`src/rtl/mem_port_arbiter.sv`:
```
// Arbitrates the single-port unified memory between instruction fetch (IF) and data memory (DM).
// One access in flight at a time; ties go to the requester not granted last.
module mem_port_arbiter #(
    parameter int unsigned ADDR_W  = 32,
    parameter int unsigned DATA_W  = 32,
    parameter int unsigned MEM_LAT = 2
) (
    input  logic              clk,
    input  logic              rst,
    input  logic              if_req,
    input  logic [ADDR_W-1:0] if_addr,
    output logic              if_ack,
    output logic [DATA_W-1:0] if_rdata,
    output logic              if_stall,
    input  logic              dm_req,
    input  logic              dm_we,
    input  logic [ADDR_W-1:0] dm_addr,
    input  logic [DATA_W-1:0] dm_wdata,
    output logic              dm_ack,
    output logic [DATA_W-1:0] dm_rdata,
    output logic              dm_stall,
    output logic              mem_en,
    output logic              mem_we,
    output logic [ADDR_W-1:0] mem_addr,
    output logic [DATA_W-1:0] mem_wdata,
    input  logic [DATA_W-1:0] mem_rdata
);

    localparam int unsigned CNT_W = 4;
    localparam logic GNT_IF = 1'b0;
    localparam logic GNT_DM = 1'b1;

    typedef enum logic [1:0] {
        S_IDLE,
        S_ISSUE,
        S_WAIT,
        S_RESP
    } state_t;

    state_t             state_q, state_nxt;
    logic [CNT_W-1:0]   cnt_q, cnt_nxt;
    logic               owner_q, owner_nxt;
    logic               last_gnt_q, last_gnt_nxt;
    logic               acc_we_q, acc_we_nxt;
    logic               grant_dm;
    logic               mem_en_nxt, mem_we_nxt;
    logic [ADDR_W-1:0]  mem_addr_nxt;
    logic [DATA_W-1:0]  mem_wdata_nxt;
    logic               if_ack_nxt, dm_ack_nxt;
    logic [DATA_W-1:0]  if_rdata_nxt, dm_rdata_nxt;

    assign if_stall = if_req & ~if_ack;
    assign dm_stall = dm_req & ~dm_ack;

    // State and registered outputs
    always_ff @(posedge clk or negedge rst) begin
        if (!rst) begin
            state_q    <= S_IDLE;
            cnt_q      <= '0;
            owner_q    <= GNT_IF;
            last_gnt_q <= GNT_IF;
            acc_we_q   <= 1'b0;
            mem_en     <= 1'b0;
            mem_we     <= 1'b0;
            mem_addr   <= '0;
            mem_wdata  <= '0;
            if_ack     <= 1'b0;
            dm_ack     <= 1'b0;
            if_rdata   <= '0;
            dm_rdata   <= '0;
        end else begin
            state_q    <= state_nxt;
            cnt_q      <= cnt_nxt;
            owner_q    <= owner_nxt;
            last_gnt_q <= last_gnt_nxt;
            acc_we_q   <= acc_we_nxt;
            mem_en     <= mem_en_nxt;
            mem_we     <= mem_we_nxt;
            mem_addr   <= mem_addr_nxt;
            mem_wdata  <= mem_wdata_nxt;
            if_ack     <= if_ack_nxt;
            dm_ack     <= dm_ack_nxt;
            if_rdata   <= if_rdata_nxt;
            dm_rdata   <= dm_rdata_nxt;
        end
    end

    // Next state; mem strobe and acks are computed one cycle ahead so they leave a flop
    always_comb begin
        state_nxt     = state_q;
        cnt_nxt       = cnt_q;
        owner_nxt     = owner_q;
        last_gnt_nxt  = last_gnt_q;
        acc_we_nxt    = acc_we_q;
        mem_en_nxt    = 1'b0;
        mem_we_nxt    = 1'b0;
        mem_addr_nxt  = mem_addr;
        mem_wdata_nxt = mem_wdata;
        if_ack_nxt    = 1'b0;
        dm_ack_nxt    = 1'b0;
        if_rdata_nxt  = if_rdata;
        dm_rdata_nxt  = dm_rdata;
        grant_dm      = dm_req & (~if_req | (last_gnt_q == GNT_IF));

        case (state_q)
            S_IDLE: begin
                if (if_req | dm_req) begin
                    state_nxt    = S_ISSUE;
                    owner_nxt    = grant_dm;
                    last_gnt_nxt = grant_dm;
                    mem_en_nxt   = 1'b1;
                    if (grant_dm) begin
                        acc_we_nxt    = dm_we;
                        mem_we_nxt    = dm_we;
                        mem_addr_nxt  = dm_addr;
                        mem_wdata_nxt = dm_wdata;
                    end else begin
                        acc_we_nxt    = 1'b0;
                        mem_addr_nxt  = if_addr;
                    end
                end
            end
            S_ISSUE: begin
                state_nxt = S_WAIT;
                cnt_nxt   = CNT_W'(MEM_LAT);
            end
            S_WAIT: begin
                // Count of 1 marks the cycle mem_rdata is valid
                if (cnt_q == CNT_W'(1)) begin
                    state_nxt = S_RESP;
                    cnt_nxt   = '0;
                    if (owner_q == GNT_DM) begin
                        dm_ack_nxt = 1'b1;
                        if (!acc_we_q) dm_rdata_nxt = mem_rdata;
                    end else begin
                        if_ack_nxt   = 1'b1;
                        if_rdata_nxt = mem_rdata;
                    end
                end else begin
                    cnt_nxt = cnt_q - CNT_W'(1);
                end
            end
            S_RESP: begin
                state_nxt = S_IDLE;
            end
            default: begin
                state_nxt = S_IDLE;
            end
        endcase
    end

endmodule

```
`config.mk`:
```
export PLATFORM = sky130hd
export DESIGN_NAME = mem_port_arbiter
export DESIGN_NICKNAME = d
export VERILOG_FILES = /design/src/rtl/mem_port_arbiter.sv
export SDC_FILE = /design/constraint.sdc
export NUM_CORES = 1
export LEC_CHECK = 0
export ABC_AREA = 1
export CAP_MARGIN = 20
export CORE_MARGIN = 1
export CORE_UTILIZATION = 30
export CTS_CLUSTER_DIAMETER = 30
export DETAILED_ROUTE_END_ITERATION = 10
export PLACE_DENSITY = 0.71
export SYNTH_ARGS = -nofsm -noshare
export SYNTH_HDL_FRONTEND = slang
export SYNTH_SLANG_ARGS = --single-unit
```
`constraint.sdc`:
```
create_clock -name clk -period 3.3 [get_ports clk]
set_clock_uncertainty 0.1 [all_clocks]
set_input_delay 0.825 -clock clk [delete_from_list [all_inputs] [get_ports clk]]
set_output_delay 0.825 -clock clk [all_outputs]
set_load 0.005 [all_outputs]
```
# Word level (Yosys, flattened, before mapping)
# Index checks and enable logic that the tools add are counted.
[op_classes]
add_sub_neg = 1
multipliers = 0
div = 0
n_lt_le_gt_ge = 0
eq_ne = 6
n_shift = 0
muxes = 17
n_bitwise = 10
reduce_logical = 7
[ops]
columns = ["cell", "count"]
rows = [
  ["2-to-1 mux 32 bit", 1],
  ["2-to-1 mux 1 bit", 11],
  ["one-hot mux 2 bit (4 select lines)", 1],
  ["one-hot mux 4 bit (2 select lines)", 1],
  ["AND reduction 3 bit", 2],
  ["NOT 1 bit", 5],
  ["equality test 2 bit, second input constant", 2],
  ["equality test 4 x 1 -> 1 bit, second input constant", 1],
  ["2-to-1 mux 2 bit", 2],
  ["2-to-1 mux 4 bit", 1],
  ["!= test 2 bit, second input constant", 2],
  ["AND reduction 2 bit", 2],
  ["AND reduction 4 bit", 1],
  ["subtractor 4 x 1 -> 4 bit, second input constant", 1],
  ["bitwise AND 1 bit", 3],
  ["equality test 2 x 1 -> 1 bit, second input constant", 1],
  ["logical NOT 2 bit", 1],
  ["OR 1 bit", 2],
  ["nonzero test 2 bit", 1],
]
[word_totals]
regBits = 140
latch_bits = 0
ramBits = 0
rom_bits = 0
inputBits = 133
word_cells = 53
memories = 0

# Logic depth before layout (Yosys ltp)
[depth]
word_depth = 6
depth_mapped = 8
ltp_nobuf = 8

# Least setup slack after synthesis
# No wires, ideal clock.
[synth_path]
path_kind = "input-to-output"
start = "input port dm_req"
end = "output port dm_stall"
arrival_time_ns = 1.148
t_required_ns = 2.375
path_slack_ns = 1.227
path_stages = 3
path_cell_list = "buf_2 inv_2 nor2_1"
[synth_between]
elab_chain_cells = 1
[synth_rtl]
columns = ["item", "line_no", "rtl"]
rows = [
  ["start, declared", "15", "input logic dm_req,"],
  ["bitwise AND 1 bit", "53", "assign dm_stall = dm_req & ~dm_ack;"],
  ["end, declared", "21", "output logic dm_stall,"],
]
# Every way passes these cells.

# Worst setup path after layout
[layout_path]
start = "input port if_req"
end = "output port if_stall"
[layout_between]
elab_chain_cells = 1
[layout_rtl]
columns = ["item", "line_no", "rtl"]
rows = [
  ["start, declared", "10", "input logic if_req,"],
  ["bitwise AND 1 bit", "52", "assign if_stall = if_req & ~if_ack;"],
  ["end, declared", "14", "output logic if_stall,"],
]
# Every way passes these cells.

==> impl_metrics.json <==
{
  "result_of_the_run": "complete, no violations",
  "startpoint_type": "input port",
  "first_pass_grt_wire_length_um": 28200,
  "dp_hpwl_um": 12500,
  "synth.distinct_cells": 19,
  "placement.io_buffers": 266,
  "detailedRoute.firstIterationViolations": 302,
  "postSynthRegisterBits": 140,
  "syn_inst": 724,
  "post_route_cells_drive_above_1_share_pct": 5.62,
  "remaining_drc_errors": 0,
  "worst_r2r_path_depth": 7,
  "layout.filler_cells": 1892,
  "multi_input_comb_area_mm2": 0.00217,
  "initial_utilization_pct": 30.5,
  "drv_slew": 0,
  "worst-slew-pin-transition_ns": 0.736,
  "cts_tree": "done",
  "dpl.cell_count": 1230,
  "power-per-cell-area_mw_per_mm2": 801,
  "class_of_the_tightest_hold_or_removal_check": "input port to asynchronous set/reset pin",
  "setup_total_negative_slack_ns": 0,
  "p_int_w": 0.00505,
  "num_vias": 5600,
  "std_cell_rows": 51,
  "worst_setup_path_end_kind": "output pin",
  "main_combinational_cell_family_by_area_after_synthesis": "simple AND/OR/NAND/NOR gates",
  "synthesis.yosys.warnings": 0,
  "core_area_mm2": 0.0194,
  "ir_worst_vdd_mv": 0.415,
  "synth.yosys.seq_area_share_pct": 59.1,
  "fmax_mhz": 340,
  "yosys.area_share.xor_xnor_pct": 0.148,
  "post_cts_buffers": 0,
  "grt_antenna_before_repair": 0,
  "clock_latency_ns": 0.41,
  "wl_um": 18200,
  "cp_max_fo": 3,
  "clock_tree.root_cell": "sky130_fd_sc_hd__clkbuf_16",
  "clkPwrFrac_pct": 24.6,
  "cap_violations": 0,
  "slew_headroom_pct": 50.9,
  "fp.dieW_um": 143,
  "post_detailed_route_via_to_cell_ratio": 4.44,
  "cts_repair_resizes": 0,
  "required_ns": 2.37,
  "seq_area_mm2": 0.00350,
  "grt_start_max_net_pins": 68,
  "num_antenna_cells": 0,
  "crit_arrival_ns": 2.02,
  "power.switching_w": 0.00251,
  "yosys.area_share.simple_pct": 32.2,
  "design.final.nets": 1121,
  "totalPowerFinal_w": 0.00756,
  "h-tree-depth": 4,
  "setup_viol": 0,
  "timing.setup.critical_path_class": "input port to output pin",
  "muxShareOfSynthArea_pct": 0,
  "synthesis.area_per_instance_um2": 8.18,
  "clkSlewWorstSetupHoldPaths_ns": 0.06,
  "routabilityCongestion": 0.744,
  "area.growth.synth_to_final_pct": 59.4,
  "final_common_cell": "sky130_fd_sc_hd__nand2_1",
  "die_y_um": 143,
  "netlist_area_mm2": 0.00593,
  "min_tclk_post_route_ns": 2.94,
  "instances_no_fill": 1262,
  "grt_setup_unrepaired": "false",
  "comb_power_share_pct": 39.1,
  "yosys.area_share.adder_pct": 0.845,
  "layout.cells.most_common_list": "399 x sky130_fd_sc_hd__nand2_1, 265 x sky130_fd_sc_hd__clkdlybuf4s50_1, 140 x sky130_fd_sc_hd__dfrtp_1",
  "holdBufCountCts": 0,
  "total_leakage_power_nw": 4.34,
  "clkSinkCount": 140,
  "cts_buffers": 17,
  "dr.pass1.iters": 4,
  "detail-route-antenna-nets": 0,
  "synth_compound_gate_area_share_pct": 3.44,
  "groute.usage.overall_pct": 18.1,
  "period_share_pct": 89.2,
  "avgRoutedWirePerCell_um": 14.5,
  "syn-num-nets": 861,
  "power.switching_fraction_pct": 33.1,
  "seq_power_share_pct": 36.3,
  "residual_overflow_from_global_routing": 0,
  "number_of_global_route_vias_before_repair": 5366,
  "max-clock-path-buffers": 2,
  "timing.final.hold_violations": 0,
  "io_pins": 267,
  "die_area_mm2": 0.0203
}
==> layout make-up <==
cell class                 count  share of cell area (%)
clock inverter                14                    1.42
tap                          265                    3.51
clock buffer                  18                    4.65
timing repair buffer         282                    29.6
multi-input combinational    525                    23.0
sequential                   140                    37.1
inverter                      18                   0.715
==> kinds of logic after synthesis <==
group / after synthesis
simple gates: 482
flops: 140
fa+ha+maj: 4
compound gates: 38
buf+inv: 59
xor+xnor: 1
==> worst max-delay path: stages <==
cell and delay, ns:
sky130_fd_sc_hd__clkdlybuf4s50_1 0.49, sky130_fd_sc_hd__inv_1 0.10, sky130_fd_sc_hd__nor2_1 0.10, sky130_fd_sc_hd__clkdlybuf4s50_1 0.50
==> routing by layer <==
metal	routed length [um]	track usage (%)
met1	7750	21.9
met2	8590	29.7
met3	1700	6.39
met4	205	6.23
met5	0	0
==> sequential cells by signal (all words and copies together) (netlist names) <==
name	flops
mem_en	1
mem_wdata	32
mem_we	1
if_rdata	32
last_gnt_q	1
acc_we_q	1
if_ack	1
dm_ack	1
mem_addr	32
state_q	2
cnt_q	4
dm_rdata	32
==> path summary, 6_finish.rpt <==
path | slack [ns] | from | to
max in group asynchronous | 2.11 | rst | mem_wdata[30]$_DFFE_PN0P_
hold / removal | 0.30 | rst | mem_addr[1]$_DFFE_PN0P_
setup / recovery | 0.36 | if_req | if_stall
hold reg to reg | 0.37 | if_rdata[7]$_DFFE_PN0P_ | if_rdata[7]$_DFFE_PN0P_
min in group clk | 0.37 | if_rdata[7]$_DFFE_PN0P_ | if_rdata[7]$_DFFE_PN0P_
setup reg to reg | 1.04 | state_q[0]$_DFFE_PN0P_ | dm_rdata[10]$_DFFE_PN0P_
==> per-stage QoR <==
step	worst slack (ns)	util [%]	hold WS [ns]	cell area, um2
final	0.356	48.7	0.301	9440
after CTS	0.359	48.7	0.327	9440
after global placement	0.391	45.7	0.353	8870
after detailed placement	0.367	45.7	0.357	8870
after floorplan	1.23	-	0.342	5930
after global routing	0.286	48.7	0.356	9440
==> power by group through the flow <==
stage                     clock [W]  combinational (W)  sequential, W
after floorplan                   0            0.00112        0.00279
after global placement            0            0.00294        0.00275
after detailed placement          0            0.00300        0.00275
after CTS                   0.00192            0.00301        0.00275
after global routing        0.00199            0.00329        0.00282
final                       0.00186            0.00296        0.00274
==> synthesized netlist by cell type <==
| library cell | n | area (um2) |
|---|---|---|
| sky130_fd_sc_hd__a21oi_4 | 1 | 16.3 |
| sky130_fd_sc_hd__o21ai_0 | 34 | 170 |
| sky130_fd_sc_hd__clkbuf_1 | 13 | 48.8 |
| sky130_fd_sc_hd__buf_1 | 5 | 18.8 |
| sky130_fd_sc_hd__inv_1 | 15 | 56.3 |
| sky130_fd_sc_hd__a21oi_1 | 1 | 5.00 |
| sky130_fd_sc_hd__dfrtp_1 | 140 | 3500 |
| sky130_fd_sc_hd__xnor2_1 | 1 | 8.76 |
| sky130_fd_sc_hd__ha_1 | 4 | 50.1 |
| sky130_fd_sc_hd__nand2_1 | 399 | 1500 |
| sky130_fd_sc_hd__inv_2 | 3 | 11.3 |
| sky130_fd_sc_hd__nand3_2 | 1 | 10.0 |
| sky130_fd_sc_hd__nor3_1 | 1 | 5.00 |
| sky130_fd_sc_hd__nand3_1 | 70 | 350 |
| sky130_fd_sc_hd__o22ai_1 | 1 | 6.26 |
| sky130_fd_sc_hd__nor2_2 | 2 | 12.5 |
| sky130_fd_sc_hd__a31oi_1 | 1 | 6.26 |
| sky130_fd_sc_hd__buf_2 | 23 | 115 |
| sky130_fd_sc_hd__nor2_1 | 9 | 33.8 |
Note: power is estimated with default switching activity, not from simulation.
